## src/rtl/rs232_pkg.sv

```systemverilog
// -----------------------------------------------------------------------------
// rs232_pkg
// Shared definitions for the RS-232 port: register offsets inside the
// 4-address window, status bit positions, receiver tick counts and the
// TX/RX state encodings.
// No ports (package).
// -----------------------------------------------------------------------------
package rs232_pkg;

    // Register offsets within the 4-address window
    localparam logic [1:0] OFS_TX_DATA   = 2'd0;
    localparam logic [1:0] OFS_TX_STATUS = 2'd1;
    localparam logic [1:0] OFS_RX_DATA   = 2'd2;
    localparam logic [1:0] OFS_RX_STATUS = 2'd3;

    // TX status register bit positions
    localparam int TX_FULL_BIT  = 0;
    localparam int TX_EMPTY_BIT = 1;
    localparam int TX_BUSY_BIT  = 2;

    // RX status register bit positions
    localparam int RX_AVAIL_BIT   = 0;
    localparam int RX_OVERRUN_BIT = 1;
    localparam int RX_FRAMING_BIT = 2;

    // Receiver runs at 8 ticks per bit: the start bit is re-checked at its
    // middle (4 ticks after the falling edge), then every bit 8 ticks apart.
    localparam logic [2:0] RX_CONFIRM_CNT = 3'd3;
    localparam logic [2:0] RX_BIT_CNT     = 3'd7;
    localparam logic [2:0] LAST_DATA_BIT  = 3'd7;

    typedef enum logic [1:0] {
        TX_IDLE  = 2'd0,
        TX_START = 2'd1,
        TX_DATA  = 2'd2,
        TX_STOP  = 2'd3
    } tx_state_t;

    typedef enum logic [1:0] {
        RX_IDLE  = 2'd0,
        RX_START = 2'd1,
        RX_DATA  = 2'd2,
        RX_STOP  = 2'd3
    } rx_state_t;

endpackage

```

## src/rtl/sync_fifo.sv

```systemverilog
// -----------------------------------------------------------------------------
// sync_fifo
// Single-clock FIFO with first-word-fall-through head output.
// Ports:
//   clk, reset        clock and synchronous active-high reset (empties FIFO)
//   push, push_data   write request and data; dropped when full unless a pop
//                     happens in the same cycle
//   pop               remove head entry; ignored when empty
//   head              current head entry (undefined content when empty)
//   empty, full       occupancy flags
// -----------------------------------------------------------------------------
module sync_fifo #(
    parameter int WIDTH = 8,
    parameter int DEPTH = 4
) (
    input  logic             clk,
    input  logic             reset,
    input  logic             push,
    input  logic [WIDTH-1:0] push_data,
    input  logic             pop,
    output logic [WIDTH-1:0] head,
    output logic             empty,
    output logic             full
);

    localparam int AW = (DEPTH > 1) ? $clog2(DEPTH) : 1;
    localparam int CW = $clog2(DEPTH + 1);

    logic [WIDTH-1:0] mem [DEPTH];
    logic [AW-1:0]    wr_ptr;
    logic [AW-1:0]    rd_ptr;
    logic [CW-1:0]    count;
    logic             do_push;
    logic             do_pop;

    function automatic logic [AW-1:0] next_ptr(input logic [AW-1:0] p);
        return (p == AW'(DEPTH - 1)) ? '0 : p + AW'(1);
    endfunction

    assign empty   = (count == '0);
    assign full    = (count == CW'(DEPTH));
    assign do_pop  = pop && !empty;
    // A full FIFO that is popped this cycle frees the slot being written.
    assign do_push = push && (!full || do_pop);
    assign head    = mem[rd_ptr];

    always_ff @(posedge clk) begin
        if (reset) begin
            wr_ptr <= '0;
            rd_ptr <= '0;
            count  <= '0;
        end else begin
            if (do_push) wr_ptr <= next_ptr(wr_ptr);
            if (do_pop)  rd_ptr <= next_ptr(rd_ptr);
            case ({do_push, do_pop})
                2'b10:   count <= count + CW'(1);
                2'b01:   count <= count - CW'(1);
                default: count <= count;
            endcase
        end
    end

    // Storage needs no reset; validity is tracked by the pointers.
    always_ff @(posedge clk) begin
        if (do_push) mem[wr_ptr] <= push_data;
    end

endmodule

```

## src/rtl/rs232_port.sv

```systemverilog
// -----------------------------------------------------------------------------
// rs232_port
// Memory-mapped 8N1 UART with TX and RX FIFOs in a 4-address window.
// Ports:
//   clk, reset            system clock, synchronous active-high reset
//   reset_complete        high from the first clock after reset releases
//   rs232_tx_clk_en       one-clock pulse per serial bit period
//   rs232_rx_clk_en       one-clock pulse at 8x the bit rate
//   rx_pin, tx_pin        serial input/output, idle high
//   outbus_addr/data/we   write bus (offset 0 queues a TX byte)
//   inbus_addr/data/re    combinational read bus (offset 2/3 reads have
//                         side effects when inbus_re is high)
// -----------------------------------------------------------------------------
module rs232_port #(
    parameter int DEVADDR    = 0,
    parameter int FIFO_DEPTH = 4
) (
    input  logic       clk,
    input  logic       reset,
    output logic       reset_complete,
    input  logic       rs232_tx_clk_en,
    input  logic       rs232_rx_clk_en,
    input  logic       rx_pin,
    output logic       tx_pin,
    input  logic [7:0] outbus_addr,
    input  logic [7:0] outbus_data,
    input  logic       outbus_we,
    input  logic [7:0] inbus_addr,
    output logic [7:0] inbus_data,
    input  logic       inbus_re
);
    import rs232_pkg::*;

    localparam logic [7:0] BASE = 8'(DEVADDR);

    logic       out_hit, in_hit;
    logic       tx_push, tx_pop, tx_empty, tx_full, tx_busy;
    logic [7:0] tx_head;
    logic       rx_push, rx_pop, rx_empty, rx_full, rx_status_read;
    logic [7:0] rx_head;

    tx_state_t  tx_state, tx_state_next;
    logic [7:0] tx_shift, tx_shift_next;
    logic [2:0] tx_cnt, tx_cnt_next;
    logic       tx_pin_next;

    logic [1:0] rx_sync;
    logic       rx_bit;
    rx_state_t  rx_state, rx_state_next;
    logic [2:0] rx_tick_cnt, rx_tick_cnt_next;
    logic [2:0] rx_bit_cnt, rx_bit_cnt_next;
    logic [7:0] rx_shift, rx_shift_next;
    logic       rx_overflow, rx_frame_bad;
    logic       overrun, framing_err;

    assign out_hit        = (outbus_addr[7:2] == BASE[7:2]);
    assign in_hit         = (inbus_addr[7:2] == BASE[7:2]);
    assign tx_push        = outbus_we && out_hit && (outbus_addr[1:0] == OFS_TX_DATA);
    assign rx_pop         = inbus_re && in_hit && (inbus_addr[1:0] == OFS_RX_DATA);
    assign rx_status_read = inbus_re && in_hit && (inbus_addr[1:0] == OFS_RX_STATUS);
    assign tx_busy        = (tx_state != TX_IDLE);
    assign rx_bit         = rx_sync[1];

    sync_fifo #(.WIDTH(8), .DEPTH(FIFO_DEPTH)) u_tx_fifo (
        .clk(clk), .reset(reset), .push(tx_push), .push_data(outbus_data),
        .pop(tx_pop), .head(tx_head), .empty(tx_empty), .full(tx_full)
    );

    sync_fifo #(.WIDTH(8), .DEPTH(FIFO_DEPTH)) u_rx_fifo (
        .clk(clk), .reset(reset), .push(rx_push), .push_data(rx_shift_next),
        .pop(rx_pop), .head(rx_head), .empty(rx_empty), .full(rx_full)
    );

    // Transmitter: STOP behaves like IDLE when deciding whether to chain the
    // next queued byte straight into a new start bit.
    always_comb begin
        tx_state_next = tx_state;
        tx_shift_next = tx_shift;
        tx_cnt_next   = tx_cnt;
        tx_pin_next   = tx_pin;
        tx_pop        = 1'b0;
        if (rs232_tx_clk_en) begin
            case (tx_state)
                TX_IDLE, TX_STOP: begin
                    if (!tx_empty) begin
                        tx_pop        = 1'b1;
                        tx_shift_next = tx_head;
                        tx_pin_next   = 1'b0;
                        tx_state_next = TX_START;
                    end else begin
                        tx_pin_next   = 1'b1;
                        tx_state_next = TX_IDLE;
                    end
                end
                TX_START: begin
                    tx_pin_next   = tx_shift[0];
                    tx_shift_next = {1'b0, tx_shift[7:1]};
                    tx_cnt_next   = '0;
                    tx_state_next = TX_DATA;
                end
                TX_DATA: begin
                    if (tx_cnt == LAST_DATA_BIT) begin
                        tx_pin_next   = 1'b1;
                        tx_state_next = TX_STOP;
                    end else begin
                        tx_pin_next   = tx_shift[0];
                        tx_shift_next = {1'b0, tx_shift[7:1]};
                        tx_cnt_next   = tx_cnt + 3'd1;
                    end
                end
                default: tx_state_next = TX_IDLE;
            endcase
        end
    end

    // Receiver: tick counter paces the mid-bit sampling points; the byte is
    // only handed to the FIFO once a valid stop bit has been seen.
    always_comb begin
        rx_state_next    = rx_state;
        rx_tick_cnt_next = rx_tick_cnt;
        rx_bit_cnt_next  = rx_bit_cnt;
        rx_shift_next    = rx_shift;
        rx_push          = 1'b0;
        rx_overflow      = 1'b0;
        rx_frame_bad     = 1'b0;
        if (rs232_rx_clk_en) begin
            case (rx_state)
                RX_IDLE: begin
                    if (!rx_bit) begin
                        rx_tick_cnt_next = '0;
                        rx_state_next    = RX_START;
                    end
                end
                RX_START: begin
                    if (rx_tick_cnt == RX_CONFIRM_CNT) begin
                        rx_tick_cnt_next = '0;
                        rx_bit_cnt_next  = '0;
                        rx_state_next    = rx_bit ? RX_IDLE : RX_DATA;
                    end else begin
                        rx_tick_cnt_next = rx_tick_cnt + 3'd1;
                    end
                end
                RX_DATA: begin
                    if (rx_tick_cnt == RX_BIT_CNT) begin
                        rx_shift_next    = {rx_bit, rx_shift[7:1]};
                        rx_tick_cnt_next = '0;
                        rx_bit_cnt_next  = rx_bit_cnt + 3'd1;
                        if (rx_bit_cnt == LAST_DATA_BIT) rx_state_next = RX_STOP;
                    end else begin
                        rx_tick_cnt_next = rx_tick_cnt + 3'd1;
                    end
                end
                RX_STOP: begin
                    if (rx_tick_cnt == RX_BIT_CNT) begin
                        if (!rx_bit)                rx_frame_bad = 1'b1;
                        else if (rx_full && !rx_pop) rx_overflow  = 1'b1;
                        else                         rx_push      = 1'b1;
                        rx_state_next = RX_IDLE;
                    end else begin
                        rx_tick_cnt_next = rx_tick_cnt + 3'd1;
                    end
                end
                default: rx_state_next = RX_IDLE;
            endcase
        end
    end

    // State registers, synchroniser and sticky error flags. A new error in
    // the same cycle as a status read wins so the event is not lost.
    always_ff @(posedge clk) begin
        if (reset) begin
            reset_complete <= 1'b0;
            tx_state       <= TX_IDLE;
            tx_shift       <= '0;
            tx_cnt         <= '0;
            tx_pin         <= 1'b1;
            rx_sync        <= 2'b11;
            rx_state       <= RX_IDLE;
            rx_tick_cnt    <= '0;
            rx_bit_cnt     <= '0;
            rx_shift       <= '0;
            overrun        <= 1'b0;
            framing_err    <= 1'b0;
        end else begin
            reset_complete <= 1'b1;
            tx_state       <= tx_state_next;
            tx_shift       <= tx_shift_next;
            tx_cnt         <= tx_cnt_next;
            tx_pin         <= tx_pin_next;
            rx_sync        <= {rx_sync[0], rx_pin};
            rx_state       <= rx_state_next;
            rx_tick_cnt    <= rx_tick_cnt_next;
            rx_bit_cnt     <= rx_bit_cnt_next;
            rx_shift       <= rx_shift_next;
            if (rx_overflow)         overrun <= 1'b1;
            else if (rx_status_read) overrun <= 1'b0;
            if (rx_frame_bad)        framing_err <= 1'b1;
            else if (rx_status_read) framing_err <= 1'b0;
        end
    end

    // Combinational read mux; anything outside the window reads as zero.
    always_comb begin
        inbus_data = 8'h00;
        if (in_hit) begin
            case (inbus_addr[1:0])
                OFS_TX_STATUS: begin
                    inbus_data[TX_FULL_BIT]  = tx_full;
                    inbus_data[TX_EMPTY_BIT] = tx_empty;
                    inbus_data[TX_BUSY_BIT]  = tx_busy;
                end
                OFS_RX_DATA: inbus_data = rx_empty ? 8'h00 : rx_head;
                OFS_RX_STATUS: begin
                    inbus_data[RX_AVAIL_BIT]   = !rx_empty;
                    inbus_data[RX_OVERRUN_BIT] = overrun;
                    inbus_data[RX_FRAMING_BIT] = framing_err;
                end
                default: inbus_data = 8'h00;
            endcase
        end
    end

endmodule

```

## config.mk

```make
export PLATFORM = sky130hd
export DESIGN_NAME = rs232_port
export DESIGN_NICKNAME = d
export VERILOG_FILES = /design/src/rtl/rs232_pkg.sv /design/src/rtl/sync_fifo.sv /design/src/rtl/rs232_port.sv
export SDC_FILE = /design/constraint.sdc
export NUM_CORES = 1
export LEC_CHECK = 0
export CORE_MARGIN = 5
export CORE_UTILIZATION = 55
export DETAILED_ROUTE_END_ITERATION = 16
export GPL_ROUTABILITY_DRIVEN = 0
export PLACE_DENSITY = 0.76
export SLEW_MARGIN = 30
export SYNTH_ARGS = -nofsm -noshare
export SYNTH_HDL_FRONTEND = slang
export SYNTH_SLANG_ARGS = --single-unit
```

## constraint.sdc

```tcl
create_clock -name clk -period 3.7 [get_ports clk]
set_clock_uncertainty 0.2 [all_clocks]
set_input_delay 0.37 -clock clk [delete_from_list [all_inputs] [get_ports clk]]
set_output_delay 0.37 -clock clk [all_outputs]
set_load 0.005 [all_outputs]
```

==> impl_results.md <==
* Ant diodes at 0
* Die area at around 0.011 sq mm
* Netlist Area Pre-Place at roughly 0.0052 sq mm
* Total grt overflow at 0
* Number of flops mapped to enable cells by yosys at 64
* DR vias at 3,357
* Worst path slowest cell: or4_4
* Crit. End Element: primary output
* Cell area power density at 496.0 mW/mm^2
* Setup violators final at 0
* Commonest non-fill, non-tap cell in the layout: edfxtp_1
* GRT Util Overall at 0.1883
* Final hold violations at 0
* WP data required at between 3 and 4 ns
* Via density at about 5.8
* Maximum vdd ir drop at about 0.34 mV
* Placed Instance Area at approximately 0.0057 sq mm
* Finished Cell Area at approximately 0.0062 sq mm
* Cells after synthesis at between 400 and 500
* Initial antenna violation count at 0
* Worst R2R Setup Slack at approximately 0.60 ns
* Placed cell count at 544
* Largest net degree at the start of global routing at 18
* Final WL at 10,050 um
* CP peak stage delay at 0.56 ns
* Clock sinks at about 120
* RSZ-0062 raised after global routing: no
* Layout area overhead at 20.84%
* Die Wd at about 110 um
* Boundary pin count at about 40
* Synth Warn # at 0
* Tcrit/Tclk final at 0.9008
* Slew HR at 0.5718
* Worst-Skew Late Latency at about 0.52 ns
* 1st-pass router iterations at 4
* Non-filler instance count after layout at ~580
* Std-Cell Rows at 35
* Critical path's top delay family: simple AND/OR/NAND/NOR gates
* Fin. max-slew vios at 0
* CP Buf/Inv Count at 2
* Chip Height at about 110 um
* Hold Crit Class: reg -> reg
* Final Critical Period at between 3 and 4 ns
* Post-synthesis register bit count at approximately 120
* Cells along the critical path: clkdlybuf4s50_1 -> or4_4 -> or2_2 -> or3_1 -> nor2b_1 -> clkdlybuf4s50_1
* Sequential cell area fraction in the yosys report at 0.5784
* Max-cap violations at 0
* Drt drc at 0
* Status: completed
* Fraction of layout cells with a size suffix above 1 at 0.1484
* Maximum clock frequency at approximately 300 MHz
* Synth Flop Type: edfxtp_1
* Hold Buf Count CTS at 0
* Most numerous cell on the critical path: clkdlybuf4s50_1
* Root Buffer: clkbuf_8
* Most frequent cells in the layout: edfxtp_1, dfxtp_1, clkdlybuf4s50_1
* Core Region at around 0.0092 sq mm
* Cts bufs inserted at 17
* Slew @ Worst Pin at roughly 0.64 ns
* Pleak at roughly 2.2 nW
* ANT nets after route at 0
* CP startpoint kind: input pin
* Port Buf Inserts at 40
* Wire length per cell at about 17 um
* TritonCTS clock tree: yes
* Post-synthesis async set-or-reset flop share at 0
* Starting DRT DRC Count at between 200 and 250
* Post-DP HPWL at roughly 6600 um
* Filler cell count at 654
* CTS resizes at 0
* Starting Density at 0.5608
* Post-synth net total at 464
* CP arrival at 2.76 ns
* Post-CTS setup buffers at 0
* Vias in the first global route at between 3,000 and 4,000
* Clock transition at the registers of the reported paths at around 0.050 ns
* Final setup TNS at 0 ns
* First-pass GRT wire length at 16,340 um
* Setup CP Type: in -> out
* Clock Path Buffers at 2
* Max FO, Critical Path at 5
* CTS HTree Levels at 4
* Min Hold Slack at 0.2121 ns
* Post-synth cell types at 50
* Mean Syn Cell Area at about 13 sq um
* Layout Nets at between 500 and 600
-- cells in the mapped netlist (all sizes together), types with 6 or more instances --
cell type | instances | area share
a21oi | 23 | 0.023
a22oi | 6 | 0.0087
and2 | 10 | 0.012
and3 | 8 | 0.0097
clkbuf | 16 | 0.012
dfxtp | 53 | 0.21
edfxtp | 64 | 0.37
ha | 23 | 0.056
inv | 23 | 0.017
mux2 | 10 | 0.022
mux2i | 12 | 0.023
mux4 | 16 | 0.070
nand2 | 13 | 0.0095
nand3 | 7 | 0.0068
nor2 | 28 | 0.020
nor2b | 12 | 0.015
o21ai | 19 | 0.018
or3 | 6 | 0.0075
-- final timing paths --
kind | startpoint | end | cells past startpoint
hold / removal | rx_sync[0]$_SDFF_PP1_ | rx_sync[1]$_SDFF_PP1_ | 1
setup / recovery | inbus_addr[3] | inbus_data[3] | 6
hold reg to reg | rx_sync[0]$_SDFF_PP1_ | rx_sync[1]$_SDFF_PP1_ | 1
setup reg to reg | tx_state[0]$_SDFFE_PP0P_ | u_tx_fifo.count[2]$_SDFFE_PP0P_ | 12
-- through the flow --
step	power, mW	util	worst slack [ns]
after floorplan	1.467	-	0.7990
after global placement	1.519	0.6144	0.3320
after detailed placement	1.522	0.6144	0.2723
after CTS	3.111	0.6777	0.3549
after global routing	3.199	0.6777	0.2711
final	3.091	0.6777	0.3671
-- cell families after synthesis --
group,synth area share
adder cells (fa/ha/maj),0.06356
buffers and inverters,0.03008
AND/OR/NAND/NOR,0.1211
XOR/XNOR,0.006792
flip-flops,0.5784
AO/OA/AOI/OAI,0.08516
multiplexers,0.1150
-- cell type report --
class,instances,area (sq um),area share
well taps,111,138.9,0.02228
clock buffers,19,421.7,0.06766
clock inverters,13,160.2,0.02570
repair buffers,43,422.9,0.06786
flip-flops and latches,117,2983,0.4786
multi-input cells,250,2019,0.3240
inverters,23,86.33,0.01385
-- routing by layer --
metal / up-vias / GRT usage / routed length, um
li1: 1599 / - / -
met1: 1640 / 0.2381 / 4261
met2: 108 / 0.3112 / 5162
met3: 10 / 0.05178 / 519
met4: 0 / 0.06849 / 108
met5: - / 0 / 0
-- where the power goes --
part | leakage (nW) | switching (mW) | internal (mW) | total [mW]
clock | 0.271 | 0.573 | 1.02 | 1.59
sequential | 0.970 | 0.00885 | 1.38 | 1.38
combinational | 0.949 | 0.0541 | 0.0583 | 0.112
-- flip-flops by register name, indices dropped and copies added (netlist names), 2 cells and up, named ones only --
signal            flops
rx_bit_cnt            3
u_tx_fifo.count       3
u_tx_fifo.wr_ptr      2
u_tx_fifo.mem        32
u_rx_fifo.mem        32
u_rx_fifo.count       3
u_tx_fifo.rd_ptr      2
u_rx_fifo.rd_ptr      2
rx_shift              8
tx_shift              8
rx_sync               2
tx_cnt                3
rx_tick_cnt           3
tx_state              2
u_rx_fifo.wr_ptr      2
Note: power is estimated with default switching activity, not from simulation.
